$ cat config.mk
export PLATFORM = sky130hd
export DESIGN_NAME = led_adc_scheduler
export DESIGN_NICKNAME = d
export VERILOG_FILES = /design/src/rtl/ppg_pkg.sv /design/src/rtl/ppg_sample_pusher.sv /design/src/rtl/led_adc_scheduler.sv
export SDC_FILE = /design/constraint.sdc
export NUM_CORES = 1
export LEC_CHECK = 0
export ABC_AREA = 0
export CELL_PAD_IN_SITES_DETAIL_PLACEMENT = 1
export CELL_PAD_IN_SITES_GLOBAL_PLACEMENT = 2
export CORE_UTILIZATION = 33
export CTS_BUF_LIST = sky130_fd_sc_hd__clkbuf_8
export CTS_CLUSTER_SIZE = 14
export DETAILED_ROUTE_END_ITERATION = 16
export PLACE_DENSITY = 0.95
export REMOVE_ABC_BUFFERS = 1
export SLEW_MARGIN = 0
export SYNTH_ARGS = -nofsm -noshare
export SYNTH_HDL_FRONTEND = slang
export SYNTH_SLANG_ARGS = --single-unit
$ cat constraint.sdc
create_clock -name clk -period 3.5 [get_ports clk]
set_input_delay 0.525 -clock clk [delete_from_list [all_inputs] [get_ports clk]]
set_output_delay 0.525 -clock clk [all_outputs]
set_load 0.01 [all_outputs]
$ cat src/rtl/ppg_pkg.sv
// Shared types and constants for the PPG LED/ADC scheduler.
// DARK_PHASE_EN adds the ambient-light states to the state enum.
package ppg_pkg;

  localparam int unsigned ADC_W    = 8;
  localparam int unsigned SETTLE_W = 4;

  localparam logic CH_RED = 1'b0;
  localparam logic CH_IR  = 1'b1;

  typedef enum logic [3:0] {
    StIdle,
    StRedSettle,
    StRedSample,
    StRedPush,
    StIrSettle,
    StIrSample,
    StIrPush
`ifdef DARK_PHASE_EN
    ,
    StDarkSettle,
    StDarkSample
`endif
  } state_e;

  // A settle request of zero still takes one clock.
  function automatic logic [SETTLE_W-1:0] settle_len(input logic [SETTLE_W-1:0] s);
    return (s == '0) ? SETTLE_W'(1) : s;
  endfunction

endpackage

$ cat src/rtl/ppg_sample_pusher.sv
// Valid/ready handshake toward the shared FIR with a bounded wait; a sample
// that is not accepted within MaxWait clocks is dropped.
module ppg_sample_pusher
  import ppg_pkg::*;
#(
  parameter int unsigned MaxWait = 8
) (
  input  logic             clk,
  input  logic             rst_n,
  input  logic             load_i,
  input  logic [ADC_W-1:0] load_data_i,
  input  logic             load_ch_i,
  input  logic             fir_ready_i,
  output logic             fir_valid_o,
  output logic [ADC_W-1:0] fir_data_o,
  output logic             fir_ch_o,
  output logic             done_o,
  output logic             drop_o
);

  localparam int unsigned CntW = (MaxWait > 1) ? $clog2(MaxWait) : 1;

  logic             valid_q, valid_d;
  logic [ADC_W-1:0] data_q, data_d;
  logic             ch_q, ch_d;
  logic [CntW-1:0]  wait_q, wait_d;
  logic             timeout;

  assign timeout = valid_q & ~fir_ready_i & (wait_q == CntW'(MaxWait - 1));

  always_comb begin
    valid_d = valid_q;
    data_d  = data_q;
    ch_d    = ch_q;
    wait_d  = wait_q;
    if (load_i) begin
      valid_d = 1'b1;
      data_d  = load_data_i;
      ch_d    = load_ch_i;
      wait_d  = '0;
    end else if (valid_q) begin
      if (fir_ready_i || timeout) begin
        valid_d = 1'b0;
        wait_d  = '0;
      end else begin
        wait_d = wait_q + CntW'(1);
      end
    end
  end

  always_ff @(posedge clk or negedge rst_n) begin
    if (!rst_n) begin
      valid_q <= 1'b0;
      data_q  <= '0;
      ch_q    <= 1'b0;
      wait_q  <= '0;
    end else begin
      valid_q <= valid_d;
      data_q  <= data_d;
      ch_q    <= ch_d;
      wait_q  <= wait_d;
    end
  end

  assign fir_valid_o = valid_q;
  assign fir_data_o  = data_q;
  assign fir_ch_o    = ch_q;
  assign done_o      = valid_q & (fir_ready_i | timeout);
  assign drop_o      = timeout;

endmodule

$ cat src/rtl/led_adc_scheduler.sv
// Time-multiplexes RED/IR LEDs, samples the ADC per channel and offers each
// sample to a shared FIR. Optional macro DARK_PHASE_EN adds ambient subtraction.
module led_adc_scheduler
  import ppg_pkg::*;
#(
  parameter int unsigned MAX_WAIT = 8
) (
  input  logic                clk,
  input  logic                rst_n,
  input  logic                enable,
  input  logic [SETTLE_W-1:0] settle_cycles,
  input  logic [ADC_W-1:0]    adc,
  input  logic                fir_ready,
  output logic                led_red,
  output logic                led_ir,
  output logic                fir_valid,
  output logic [ADC_W-1:0]    fir_data,
  output logic                fir_ch,
  output logic [ADC_W-1:0]    red_sample,
  output logic [ADC_W-1:0]    ir_sample,
  output logic                frame_done,
  output logic                overrun
);

`ifdef DARK_PHASE_EN
  localparam state_e FrameStart = StDarkSettle;
`else
  localparam state_e FrameStart = StRedSettle;
`endif

  state_e              state_q, state_d;
  logic [SETTLE_W-1:0] cnt_q, cnt_d;
  logic [ADC_W-1:0]    red_q, red_d, ir_q, ir_d;
  logic                frame_done_q, frame_done_d;
  logic                overrun_q, overrun_d;
  logic [ADC_W-1:0]    sample_val;
  logic                load, load_ch, push_done, push_drop;
  logic [SETTLE_W-1:0] settle_init;

  assign settle_init = settle_len(settle_cycles) - SETTLE_W'(1);

`ifdef DARK_PHASE_EN
  logic [ADC_W-1:0] dark_q, dark_d;
  assign sample_val = (adc > dark_q) ? adc - dark_q : '0;
`else
  assign sample_val = adc;
`endif

  always_comb begin
    state_d      = state_q;
    cnt_d        = cnt_q;
    red_d        = red_q;
    ir_d         = ir_q;
    load         = 1'b0;
    load_ch      = CH_RED;
    frame_done_d = 1'b0;
    overrun_d    = overrun_q | push_drop;
`ifdef DARK_PHASE_EN
    dark_d       = dark_q;
`endif
    unique case (state_q)
      StIdle: begin
        if (enable) begin
          state_d = FrameStart;
          cnt_d   = settle_init;
        end
      end
`ifdef DARK_PHASE_EN
      StDarkSettle: begin
        if (cnt_q == '0) state_d = StDarkSample;
        else cnt_d = cnt_q - SETTLE_W'(1);
      end
      StDarkSample: begin
        dark_d  = adc;
        state_d = StRedSettle;
        cnt_d   = settle_init;
      end
`endif
      StRedSettle: begin
        if (cnt_q == '0) state_d = StRedSample;
        else cnt_d = cnt_q - SETTLE_W'(1);
      end
      StRedSample: begin
        red_d   = sample_val;
        load    = 1'b1;
        load_ch = CH_RED;
        state_d = StRedPush;
      end
      StRedPush: begin
        if (push_done) begin
          state_d = StIrSettle;
          cnt_d   = settle_init;
        end
      end
      StIrSettle: begin
        if (cnt_q == '0) state_d = StIrSample;
        else cnt_d = cnt_q - SETTLE_W'(1);
      end
      StIrSample: begin
        ir_d    = sample_val;
        load    = 1'b1;
        load_ch = CH_IR;
        state_d = StIrPush;
      end
      StIrPush: begin
        if (push_done) begin
          frame_done_d = 1'b1;
          if (enable) begin
            state_d = FrameStart;
            cnt_d   = settle_init;
          end else begin
            state_d = StIdle;
          end
        end
      end
      default: state_d = StIdle;
    endcase
  end

  always_ff @(posedge clk or negedge rst_n) begin
    if (!rst_n) begin
      state_q      <= StIdle;
      cnt_q        <= '0;
      red_q        <= '0;
      ir_q         <= '0;
      frame_done_q <= 1'b0;
      overrun_q    <= 1'b0;
    end else begin
      state_q      <= state_d;
      cnt_q        <= cnt_d;
      red_q        <= red_d;
      ir_q         <= ir_d;
      frame_done_q <= frame_done_d;
      overrun_q    <= overrun_d;
    end
  end

`ifdef DARK_PHASE_EN
  always_ff @(posedge clk or negedge rst_n) begin
    if (!rst_n) dark_q <= '0;
    else dark_q <= dark_d;
  end
`endif

  ppg_sample_pusher #(
    .MaxWait(MAX_WAIT)
  ) u_pusher (
    .clk        (clk),
    .rst_n      (rst_n),
    .load_i     (load),
    .load_data_i(sample_val),
    .load_ch_i  (load_ch),
    .fir_ready_i(fir_ready),
    .fir_valid_o(fir_valid),
    .fir_data_o (fir_data),
    .fir_ch_o   (fir_ch),
    .done_o     (push_done),
    .drop_o     (push_drop)
  );

  assign led_red    = (state_q == StRedSettle) || (state_q == StRedSample);
  assign led_ir     = (state_q == StIrSettle) || (state_q == StIrSample);
  assign red_sample = red_q;
  assign ir_sample  = ir_q;
  assign frame_done = frame_done_q;
  assign overrun    = overrun_q;

endmodule

# == Word-level counts from Yosys, hierarchy flattened ==
# Cells that the tools add are included.
# classes
eq_ne,13
n_reduce_logical,12
muxes,23
shift,0
div,0
mul,0
magnitude_cmp,0
n_addsub,3
bitwise,6
# op_table
op,n
$mux 4,10
$pmux 4 s7,1
$pmux 4 s4,1
$eq 4x3->1 const B,3
$logic_not 4->1,3
$ne 2x2->1 const B,6
$mux 3,3
$eq 4x2->1 const B,2
$mux 1,8
$sub 4x1->4 const B,2
$reduce_and 5->1,1
$eq 4x1->1 const B,1
$reduce_and 4->1,1
$reduce_bool 4->1,1
$reduce_or 2->1,2
$add 3x1->3 const B,1
$and 1x1->1,3
$eq 3x3->1 const B,1
$logic_or 1x1->1,3
$or 1x1->1,2
$reduce_bool 2->1,1
$not 1->1,1
# totals
regBits,39
inputBits,16
ram_bits,0
word_cells,67
mem_count,0
latch_bits,0
output_inout_bits,30
romBits,0

# == Depth between registers and ports, before layout ==
# logic_depth
ltp_word,7
mapped_depth,8
ltp_nobuf,7

# == Modules after synthesis ==
# From an unflattened synthesis, not the netlist that was laid out.
# hier_totals
cells_unflattened,140
hier_area_um2,1791.7
# modules_own_cells
module,cells_each,instances,seq_area_each_um2,area_each_um2
led_adc_scheduler,102,1,625.6,1242.4
ppg_sample_pusher,38,1,325.3,549.3

# == Least setup slack after synthesis ==
# Ideal clock, no wire load.
# synth_path
path_kind,register to register
startpoint,register u_pusher.wait_q[0]
endpoint,register cnt_q[3]
arrival_time_ns,1.792
path_stages_with_launch,7
setup_time_ns,0.120
setup_slack_ns,1.587
path_buffers,0
required_time_ns,3.380
synth_period_minus_slack_ns,1.913
path_cell_list,dfrtp_1 -> ha_1 -> ha_1 -> o211ai_2 -> or4b_4 -> a221o_1 -> o211a_1
# synth_between
elab_chain_len,6
# synth_rtl
item,line_no,rtl
from (decl),ppg_sample_pusher.sv:26,"logic [CntW-1:0] wait_q, wait_d;"
from (signal assigned),ppg_sample_pusher.sv:61,wait_q <= wait_d;
$eq 3x3->1 (*),ppg_sample_pusher.sv:29,assign timeout = valid_q & ~fir_ready_i & (wait_q == CntW'(MaxWait - 1));
$and 1x1->1 (*),ppg_sample_pusher.sv:29,
$or 1x1->1 (*),ppg_sample_pusher.sv:68,assign done_o = valid_q & (fir_ready_i | timeout);
$and 1x1->1 (*),ppg_sample_pusher.sv:68,
$ne 2x2->1 (no source line),--,
$reduce_and 4->1 (no source line) (*),--,
to (signal assigned),led_adc_scheduler.sv:130,cnt_q <= cnt_d;
to (decl),led_adc_scheduler.sv:32,"logic [SETTLE_W-1:0] cnt_q, cnt_d;"
# Every way passes the cells marked *; elsewhere a longest branch is shown, timed or not.
# A chain may end at the register's enable or synchronous reset.

# == Worst setup path after layout ==
# layout_path
startpoint,register state_q[1]
endpoint,register u_pusher.data_q[4] (netlist: u_pusher.fir_data_o[4])
# layout_between
elab_chain_len,3
# layout_rtl
item,line_no,rtl
from (decl),led_adc_scheduler.sv:31,"state_e state_q, state_d;"
from (signal assigned),led_adc_scheduler.sv:122,state_q <= StIdle;
from (signal assigned),led_adc_scheduler.sv:129,state_q <= state_d;
$eq 4x2->1 or $eq 4x3->1 (tied branches),led_adc_scheduler.sv:61,unique case (state_q)
$reduce_or 2->1 (no source line) (*),--,
$mux 1 (*),led_adc_scheduler.sv:61,
to (signal assigned),ppg_sample_pusher.sv:59,data_q <= data_d;
to (decl),ppg_sample_pusher.sv:24,"logic [ADC_W-1:0] data_q, data_d;"
# Marks and branches as above.

==> impl_metrics.yaml <==
setup_path:
  slowest_delay_ns: 0.78
  worstSetupEndpointType: "register"
  cp_cell_sequence: "nand3b_1 > clkinv_1 > nor2_2 > mux2_2"
  path_buf_inv: 1
  path_class: "reg -> reg"
  worst_path_max_delay_cell: "dfrtp_1"
  critPathMaxFanout: 24
  worstPathRequired_ns: 3.68
  cp_top_family: "simple AND/OR/NAND/NOR gates"
  cp-start-kind: "register"
  arrival_ns: 2.74
pwr:
  p_per_area_mw_per_mm2: 905
  power.leakage_nw: 1.07
  ir_drop_v: 0.000451
cells_and_area:
  syn2layout_area_growth_pct: 34.5
  fillCellCount: 603
  layout_commonest_cell: "nand2_1"
  mostFrequentLayoutCells: "nand2_1, clkdlybuf4s50_1, dfrtp_1"
  drive_gt1_share_pct: 10.4
  final_nets: 249
  num_antenna_cells: 0
detailed_routing:
  routed_wl_um: 4420
  vias: 1506
  wl_per_cell_um: 14.7
  dr.pass1.iters: 4
  vias_per_cell: 5.00
  antenna_left: 0
  drc: 0
  drt_iter0_markers: 134
timing:
  tightest_slew_ns: 0.930
  maxSlewViolCount: 0
  post-route-period-util_pct: 73.2
  period_minus_slack_ns: 2.56
  final-setup-viol-count: 0
  fin_tns_setup_ns: 0
  grt_setup_unrepaired: "false"
  worst_hold_slack_ns: 0.340
  max_slew_margin_pct: 37.5
  skew_ns: 0.00625
  hold_viol: 0
  max_freq_mhz: 390
floorplan:
  die_w_um: 76.3
  dieArea_mm2: 0.00583
  core_mm2: 0.00520
  ioPinCount: 46
  initial_utilization_pct: 35.0
  rows: 26
  die-height_um: 76.3
clock_network:
  postCtsResizedCells: 0
  clkTransAtPathRegs_ns: 0.08
  h-tree-depth: 2
  cts_tree: "yes"
  clk_path_buf_depth: 2
  cts_setup_buffers: 0
  cts_root_buffer: "clkbuf_8"
  cts_buffers: 5
  clock_sinks: 38
  clk_latency_ns: 0.30
  hold_buffers: 0
global_routing:
  overflow: 0
  antenna_found_initial: 0
  grt_pass1_wl_um: 7550
  track_usage_pct: 16.7
  first_global_vias: 1497
  grt_start_max_net_pins: 39
yosys:
  synth_top_area_share_pct: 52.2
  synth_warnings: 0
  synth_area_leader_cell: "dfrtp_1"
  async_flop_share_pct: 100
  syn_inst: 186
  avgSynthCellArea_um2: 9.80
  synth_edf_count: 0
  ys_seq_elements: 38
  synth_area_mm2: 0.00182
  ys_types: 45
  ys_seq_area_share_pct: 52.2
  ys.flop_type: "dfrtp_1"
  synthTopCellsByArea: "dfrtp_1, nand2_1, mux2_2, o21ai_0, ha_1"
run:
  max_cap_viol_count: 0
place:
  dpl.hpwl_um: 3050
  port_buffers: 45
  gp_congestion: 0.776
hold_path:
  hp-class: "in -> async"
status:
  status: "finished, final reports clean"
## state kept, by name, indices dropped and copies added (netlist names), 3 cells and up
signal	flops
state_q	3
ir_sample	8
cnt_q	4
u_pusher.wait_q	3
u_pusher.fir_data_o	8
red_sample	8
## report_power, final
| part | leakage, nW | internal [mW] | switching (mW) |
|---|---|---|---|
| Clock | 0.0683 | 0.286 | 0.167 |
| Sequential | 0.455 | 0.636 | 0.192 |
| Combinational | 0.546 | 0.531 | 0.406 |
| Total | 1.07 | 1.45 | 0.766 |
## metal layers
| metal | part of all wire [%] | vias up | GRT usage, % |
|---|---|---|---|
| li1 | - | 732 | - |
| met3 | 3.6 | 5 | 4.07 |
| met1 | 48 | 740 | 22.3 |
| met5 | 0 | - | 0 |
| met2 | 47 | 29 | 26.1 |
| met4 | 1.4 | 0 | 6.35 |
## final timing paths
kind	start	endpoint	slack (ns)	cells after the start
max in group asynchronous	rst_n	ir_sample[4]$_DFFE_PN0P_	2.61	1
min	rst_n	u_pusher.wait_q[1]$_DFFE_PN0P_	0.34	1
max reg2reg	state_q[1]$_DFFE_PN0P_	u_pusher.fir_data_o[4]$_DFFE_PN0N_	0.94	4
min in group clk	overrun$_DFF_PN0_	overrun$_DFF_PN0_	0.48	1
max	state_q[1]$_DFFE_PN0P_	u_pusher.fir_data_o[4]$_DFFE_PN0N_	0.94	4
min reg2reg	overrun$_DFF_PN0_	overrun$_DFF_PN0_	0.48	1
## Yosys cell counts, types with 2 or more instances
cell type / instances
nand3_1: 3
nor4_1: 2
or3_1: 2
inv_1: 4
nand3b_1: 3
ha_1: 3
a21oi_1: 5
nor3_1: 2
nand2_1: 57
buf_2: 3
xnor2_1: 2
o21a_1: 2
nand2b_1: 4
mux2_2: 9
clkbuf_1: 4
mux2i_1: 3
o21ai_0: 10
dfrtp_1: 38
nor2_1: 4
## logic make-up (layout without fill, tap and decap cells)
group	Yosys count	after routing	share of synthesized area [%]
and+or+nand+nor	87	87	22.6
DFF	38	38	52.2
AOI/OAI and AO/OA	31	31	11.7
buffers and inverters	13	58	3.29
muxes	12	12	7.21
adders and majority gates	3	3	2.06
xor gates and xnor gates	2	2	0.961
## through the flow
| stage | worst slack [ns] | utilization, % | power (mW) | cells | area, um2 |
|---|---|---|---|---|---|
| finish | 0.937 | 47.1 | 2.22 | 301 | 2450 |
| global route | 0.661 | 47.1 | 2.37 | 301 | 2450 |
| CTS | 0.875 | 47.1 | 2.25 | 301 | 2450 |
| detailed placement | 0.875 | 44.5 | 1.78 | 293 | 2310 |
| global placement | 1.05 | 44.5 | 1.75 | 293 | 2310 |
| floorplan | 1.46 | - | 1.29 | 178 | 1780 |
## final cells by class
cell class / instances / area (um2) / share of cell area, %
repair buffers: 45 / 445 / 18.2
well taps: 70 / 87.6 / 3.57
inverters: 5 / 18.8 / 0.765
multi-input cells: 135 / 812 / 33.1
flip-flops and latches: 38 / 951 / 38.8
clock buffers: 5 / 68.8 / 2.81
clock inverters: 3 / 68.8 / 2.81
Note: power is estimated with default switching activity, not from simulation.
